==> src/rtl/axis_param_fifo.sv <==
`default_nettype none
// ============================================================================
//  Module      : axis_param_fifo
//  Description : Parameterised single-clock AXI-Stream FIFO, first-word-
//                fall-through, with occupancy count, almost-full/empty
//                flags and a synchronous flush.
//  Revision    : 1.0 - initial release
// ============================================================================
module axis_param_fifo #(
    parameter int DATA_WIDTH    = 256,
    parameter int DEPTH         = 16,
    parameter int AFULL_THRESH  = DEPTH - 2,
    parameter int AEMPTY_THRESH = 2,
    parameter int CW            = $clog2(DEPTH) + 1
) (
    input  logic                  axis_clk,
    input  logic                  rst,
    input  logic                  flush,
    input  logic                  s_axis_tvalid,
    output logic                  s_axis_tready,
    input  logic [DATA_WIDTH-1:0] s_axis_tdata,
    input  logic                  s_axis_tlast,
    output logic                  m_axis_tvalid,
    input  logic                  m_axis_tready,
    output logic [DATA_WIDTH-1:0] m_axis_tdata,
    output logic                  m_axis_tlast,
    output logic [CW-1:0]         count,
    output logic                  almost_full,
    output logic                  almost_empty
);

    localparam int            AW         = $clog2(DEPTH);
    localparam logic [CW-1:0] FULL_LVL   = CW'(DEPTH);
    localparam logic [CW-1:0] AFULL_LVL  = CW'(AFULL_THRESH);
    localparam logic [CW-1:0] AEMPTY_LVL = CW'(AEMPTY_THRESH);

    // Each entry carries tlast in its top bit alongside the data word.
    logic [DATA_WIDTH:0] mem [DEPTH];

    logic [AW-1:0] wr_ptr;
    logic [AW-1:0] rd_ptr;
    logic          wr_fire;
    logic          rd_fire;
    logic [CW-1:0] count_next;

    // Handshakes use only registered ready/valid, so a read in the same
    // cycle can never open space for a write while full.
    assign wr_fire = s_axis_tvalid && s_axis_tready;
    assign rd_fire = m_axis_tvalid && m_axis_tready;

    // Next occupancy; flush wins over any concurrent transfer.
    always_comb begin
        count_next = count;
        if (flush) begin
            count_next = '0;
        end else begin
            case ({wr_fire, rd_fire})
                2'b10:   count_next = count + CW'(1);
                2'b01:   count_next = count - CW'(1);
                default: count_next = count;
            endcase
        end
    end

    // Pointers, count and all status outputs are registered from count_next
    // so the flags move in the same cycle as count.
    always_ff @(posedge axis_clk) begin
        if (rst) begin
            wr_ptr        <= '0;
            rd_ptr        <= '0;
            count         <= '0;
            s_axis_tready <= 1'b0;
            m_axis_tvalid <= 1'b0;
            almost_full   <= 1'b0;
            almost_empty  <= 1'b1;
        end else begin
            if (flush) begin
                wr_ptr <= '0;
                rd_ptr <= '0;
            end else begin
                if (wr_fire) begin
                    wr_ptr <= wr_ptr + AW'(1);
                end
                if (rd_fire) begin
                    rd_ptr <= rd_ptr + AW'(1);
                end
            end
            count         <= count_next;
            s_axis_tready <= (count_next != FULL_LVL);
            m_axis_tvalid <= (count_next != '0);
            almost_full   <= (count_next >= AFULL_LVL);
            almost_empty  <= (count_next <= AEMPTY_LVL);
        end
    end

    // Storage write; a beat offered during flush is dropped.
    always_ff @(posedge axis_clk) begin
        if (wr_fire && !flush) begin
            mem[wr_ptr] <= {s_axis_tlast, s_axis_tdata};
        end
    end

    // Head entry is presented directly from storage (first-word-fall-through).
    assign {m_axis_tlast, m_axis_tdata} = mem[rd_ptr];

endmodule
`default_nettype wire

==> config.mk <==
export PLATFORM = sky130hd
export DESIGN_NAME = axis_param_fifo
export DESIGN_NICKNAME = d
export VERILOG_FILES = /design/src/rtl/axis_param_fifo.sv
export SDC_FILE = /design/constraint.sdc
export NUM_CORES = 2
export LEC_CHECK = 0
export BUFFER_PORTS_ARGS = -buffer_cell sky130_fd_sc_hd__buf_2
export CAP_MARGIN = 20
export CELL_PAD_IN_SITES_DETAIL_PLACEMENT = 0
export CELL_PAD_IN_SITES_GLOBAL_PLACEMENT = 1
export CORE_ASPECT_RATIO = 1.75
export CORE_MARGIN = 5
export CORE_UTILIZATION = 51
export CTS_BUF_LIST = sky130_fd_sc_hd__clkbuf_8
export CTS_CLUSTER_DIAMETER = 40
export DETAILED_ROUTE_END_ITERATION = 10
export HOLD_SLACK_MARGIN = 0.02
export PLACE_DENSITY = 0.73
export SYNTH_ARGS = -nofsm -noshare
export SYNTH_HDL_FRONTEND = slang
export SYNTH_MEMORY_MAX_BITS = 65536
export SYNTH_SLANG_ARGS = --single-unit
export TNS_END_PERCENT = 10
==> constraint.sdc <==
create_clock -name axis_clk -period 19.3 [get_ports axis_clk]
set_clock_uncertainty 0.1 [all_clocks]
set_input_delay 3.86 -clock axis_clk [delete_from_list [all_inputs] [get_ports axis_clk]]
set_output_delay 3.86 -clock axis_clk [all_outputs]
set_load 0.02 [all_outputs]
==> key figures <==
Status
  – Status: complete, no violations

Place
  – Pre-CTS setup slack: 9.81 ns
  – Hpwl dp: about 180000 um
  – Gpl congestion: roughly 0.73
  – IO buf count: 527

Worst setup path
  – Worst-path cell chain: buf_12 -> buf_4 -> buf_12 -> buf_12 -> mux4_2 -> mux4_2 -> buf_2
  – Delay-heaviest family, CP: buffers and inverters
  – Critical path peak fanout: approximately 100
  – CP Capture Type: output port
  – Most used cell, CP: buf_12
  – CP max-delay cell: buf_4
  – Worst path arrival time: between 6 and 7 ns
  – Type of the worst setup path: reg -> out
  – Worst path max stage delay: about 0.85 ns
  – Worst Setup Start Kind: register
  – Buf/Inv on CP: 5
  – CP Data Required Time: 15.34 ns

Timing
  – Final setup violating endpoints: 0
  – Part of the cycle the worst path needs: 0.532
  – Slew Limit Fails: 0
  – Setup TNS: 0 ns
  – Final min period: roughly 10 ns
  – Worst-Margin Slew: around 1.1 ns
  – Max Fclk: 0.0973 GHz
  – RSZ-0062 raised after global routing: false
  – Slew headroom: 0.247
  – Fin worst setup slack: around 9 ns
  – Final hold violation count: 0

Global routing
  – Gr usage total: 0.221
  – Met2 GRT Util: 0.380
  – Pin count of the biggest net entering global routing: 163
  – Initial antenna violation count: 100
  – Gr ovfl total: 0
  – Vias in the first global route: between 70k and 80k
  – GRT busiest layer: met2
  – Met3 global-route usage: 0.0516
  – First-pass GRT wire length: 511000 um
  – Met1 Track Usage GR: 0.288

Pwr
  – Combinational power share: 0.020
  – Clock power frac: 0.379
  – Net switching power: between 3000 and 4000 uW
  – Switching portion of total power: 0.207
  – Seq pwr share: 0.602
  – Worst VDD drop: 0.0837 mV
  – Pwr dens: ~95 mW/mm^2
  – Static leakage power: around 0.053 uW
  – Internal Pwr Total: roughly 13000 uW

Clocking
  – Cts repair resizes: 0
  – Post-CTS Hold Fix Bufs: 0
  – Longest Clk Path Bufs: 4
  – H-tree depth: 6
  – Clock root buffer: clkbuf_8
  – CTS Buf Count: approximately 580
  – Clk sink count: a little over 4k
  – Worst-Skew Late Latency: between 1 and 1.5 ns
  – CTS tree: done
  – Post-CTS Setup Repair Bufs: 0
  – Worst-path clk slew: roughly 0.06 ns

Die
  – Io pins: 528
  – Die width: 427 um
  – Initial Utilization: 0.511
  – Core area: a little over 0.3 sq mm
  – Die area: between 0.3 and 0.4 sq mm
  – Die Y-Extent: around 740 um
  – FP Rows: between 200 and 300

Drt
  – Initial detailed-routing violation count: slightly below 6k
  – Routed len/inst: approximately 30 um
  – Residual DRC count: 0
  – WL final: 350000 um
  – Vias: between 60k and 70k
  – DRT Pass-1 Iters: 5
  – Vias per cell: roughly 6
  – Routed Antenna Nets: 0

Synthesis
  – Synth Net Count: ~6.4k
  – Netlist Area Pre-Place: ~0.16 sq mm
  – Synth Register Bits: approximately 4.1k
  – Share of the synthesized area in the top cell type: 0.794
  – Main synth FF type: edfxtp_1
  – Syn Inst Count: around 6.1k
  – Post-synthesis simple-gate area fraction: 0.00565
  – Compound-Gate Fraction of Synth Area: 0.00853
  – Synth Area in XOR/XNOR: 0.000619
  – Post-synthesis mux area share: 0.179
  – Synth area leaders: edfxtp_1, mux4_2, mux2i_1, a211oi_1, buf_2
  – Post-Syn Area per Cell: roughly 25 sq um
  – Synth unique cells: 39
  – EDFF count, synth: around 4.1k
  – Largest family of logic cells by synthesized area: multiplexers
  – Yosys warns: 0
  – Adder-Cell Fraction of Synth Area: 0.000644
  – Yosys top cell by area: edfxtp_1
  – Post-synthesis sequential area ratio: 0.797
  – Fraction of registers with async set/reset: 0

Cells and area
  – Layout fillers: 22.0k
  – Total Nets Final: 7321
  – Share of cells above drive strength 1: 0.344
  – P&R area growth vs syn: 11.7%

Hold path
  – Hold Crit Class: reg -> reg

Run
  – Max-cap violations: 0
per-stage QoR:
stage	instance area [sq um]	util	power, uW	hold WS (ns)	std cells
6_report	174000	0.571	16400	0.436	11600
5_1_grt	174000	0.571	17000	0.455	11500
4_1_cts	174000	0.571	16600	0.429	11500
3_5_place_dp	163000	0.537	10400	0.396	10500
3_3_place_gp	163000	0.537	10400	0.383	10500
2_1_floorplan	156000	-	10200	0.381	6136
cell usage after synthesis (all sizes together) (3+ instances only):
cell type	count
a21oi	100
nor2	31
mux4	1191
nand2	11
a211oi	96
ha	8
clkbuf	166
a31oi	3
inv	8
edfxtp	4112
dfxtp	21
buf	160
xnor2	4
xor2	7
mux2i	95
nor2b	98
routing by layer:
| layer | up-vias | wire length (um) |
|---|---|---|
| met5 | - | 514 |
| met4 | 82 | 7550 |
| met3 | 648 | 27200 |
| met2 | 2385 | 182000 |
| met1 | 37700 | 133000 |
| li1 | 28700 | - |
sequential cells by signal (all words and copies together) (netlist names), named ones only:
register	flops
mem	4112
m_axis_tvalid	1
count	5
almost_full	1
wr_ptr	4
rd_ptr	4
s_axis_tready	1
almost_empty	1
worst paths after layout:
check | cells after the start | end | from | slack (ns)
worst max-delay path | 7 | m_axis_tdata[202] | register | 9.02
worst min-delay path | 2 | register | rd_ptr[1] | 0.44
worst max register to register | 6 | mem[4][103] | wr_ptr[2] | 14.05
worst min register to register | 2 | register | rd_ptr[1] | 0.44
logic make-up (layout without fill, tap and decap cells):
group           Yosys count  in the layout
flops                  4133           4133
fa+ha+maj                 8              8
other cells               0             42
compound gates          208            208
simple gates            156            156
buf+inv                 334           1681
mux                    1286           1286
xor+xnor                 11             11
final cells by class:
class / instances / area, sq um / area share
Antenna cell: 42 / 105 / 0.000605
Clock buffer: 599 / 8240 / 0.0474
Clock inverter: 416 / 2160 / 0.0124
Inverter: 8 / 30.0 / 0.000173
Multi-Input combinational cell: 1669 / 30300 / 0.174
Sequential cell: 4133 / 124000 / 0.713
Tap cell: 4050 / 5070 / 0.0292
Timing Repair Buffer: 658 / 3950 / 0.0227
power by group through the flow:
stage | logic (uW) | clock network (uW) | registers (uW)
5_1_grt | 358 | 6810 | 9890
6_report | 327 | 6230 | 9890
2_1_floorplan | 141 | 0 | 10100
3_5_place_dp | 334 | 0 | 10100
4_1_cts | 334 | 6400 | 9890
3_3_place_gp | 319 | 0 | 10100
cells in the final DEF, fill, tap and decap left out, types with 26 or more instances in the layout:
master / n
edfxtp_1: 4112
clkinv_2: 42
buf_4: 105
mux4_2: 1191
a21oi_1: 100
mux2i_1: 95
diode_2: 42
inv_1: 198
a211oi_1: 96
nor2b_1: 98
clkbuf_8: 599
clkinv_1: 127
buf_2: 527
buf_12: 26
tightest hold or removal path, cell delays in order (launching register included):
cell,delay [ns]
dfxtp_1,0.33
nand2b_1,0.07
a21oi_1,0.08
(Power assumes the default switching activity.)
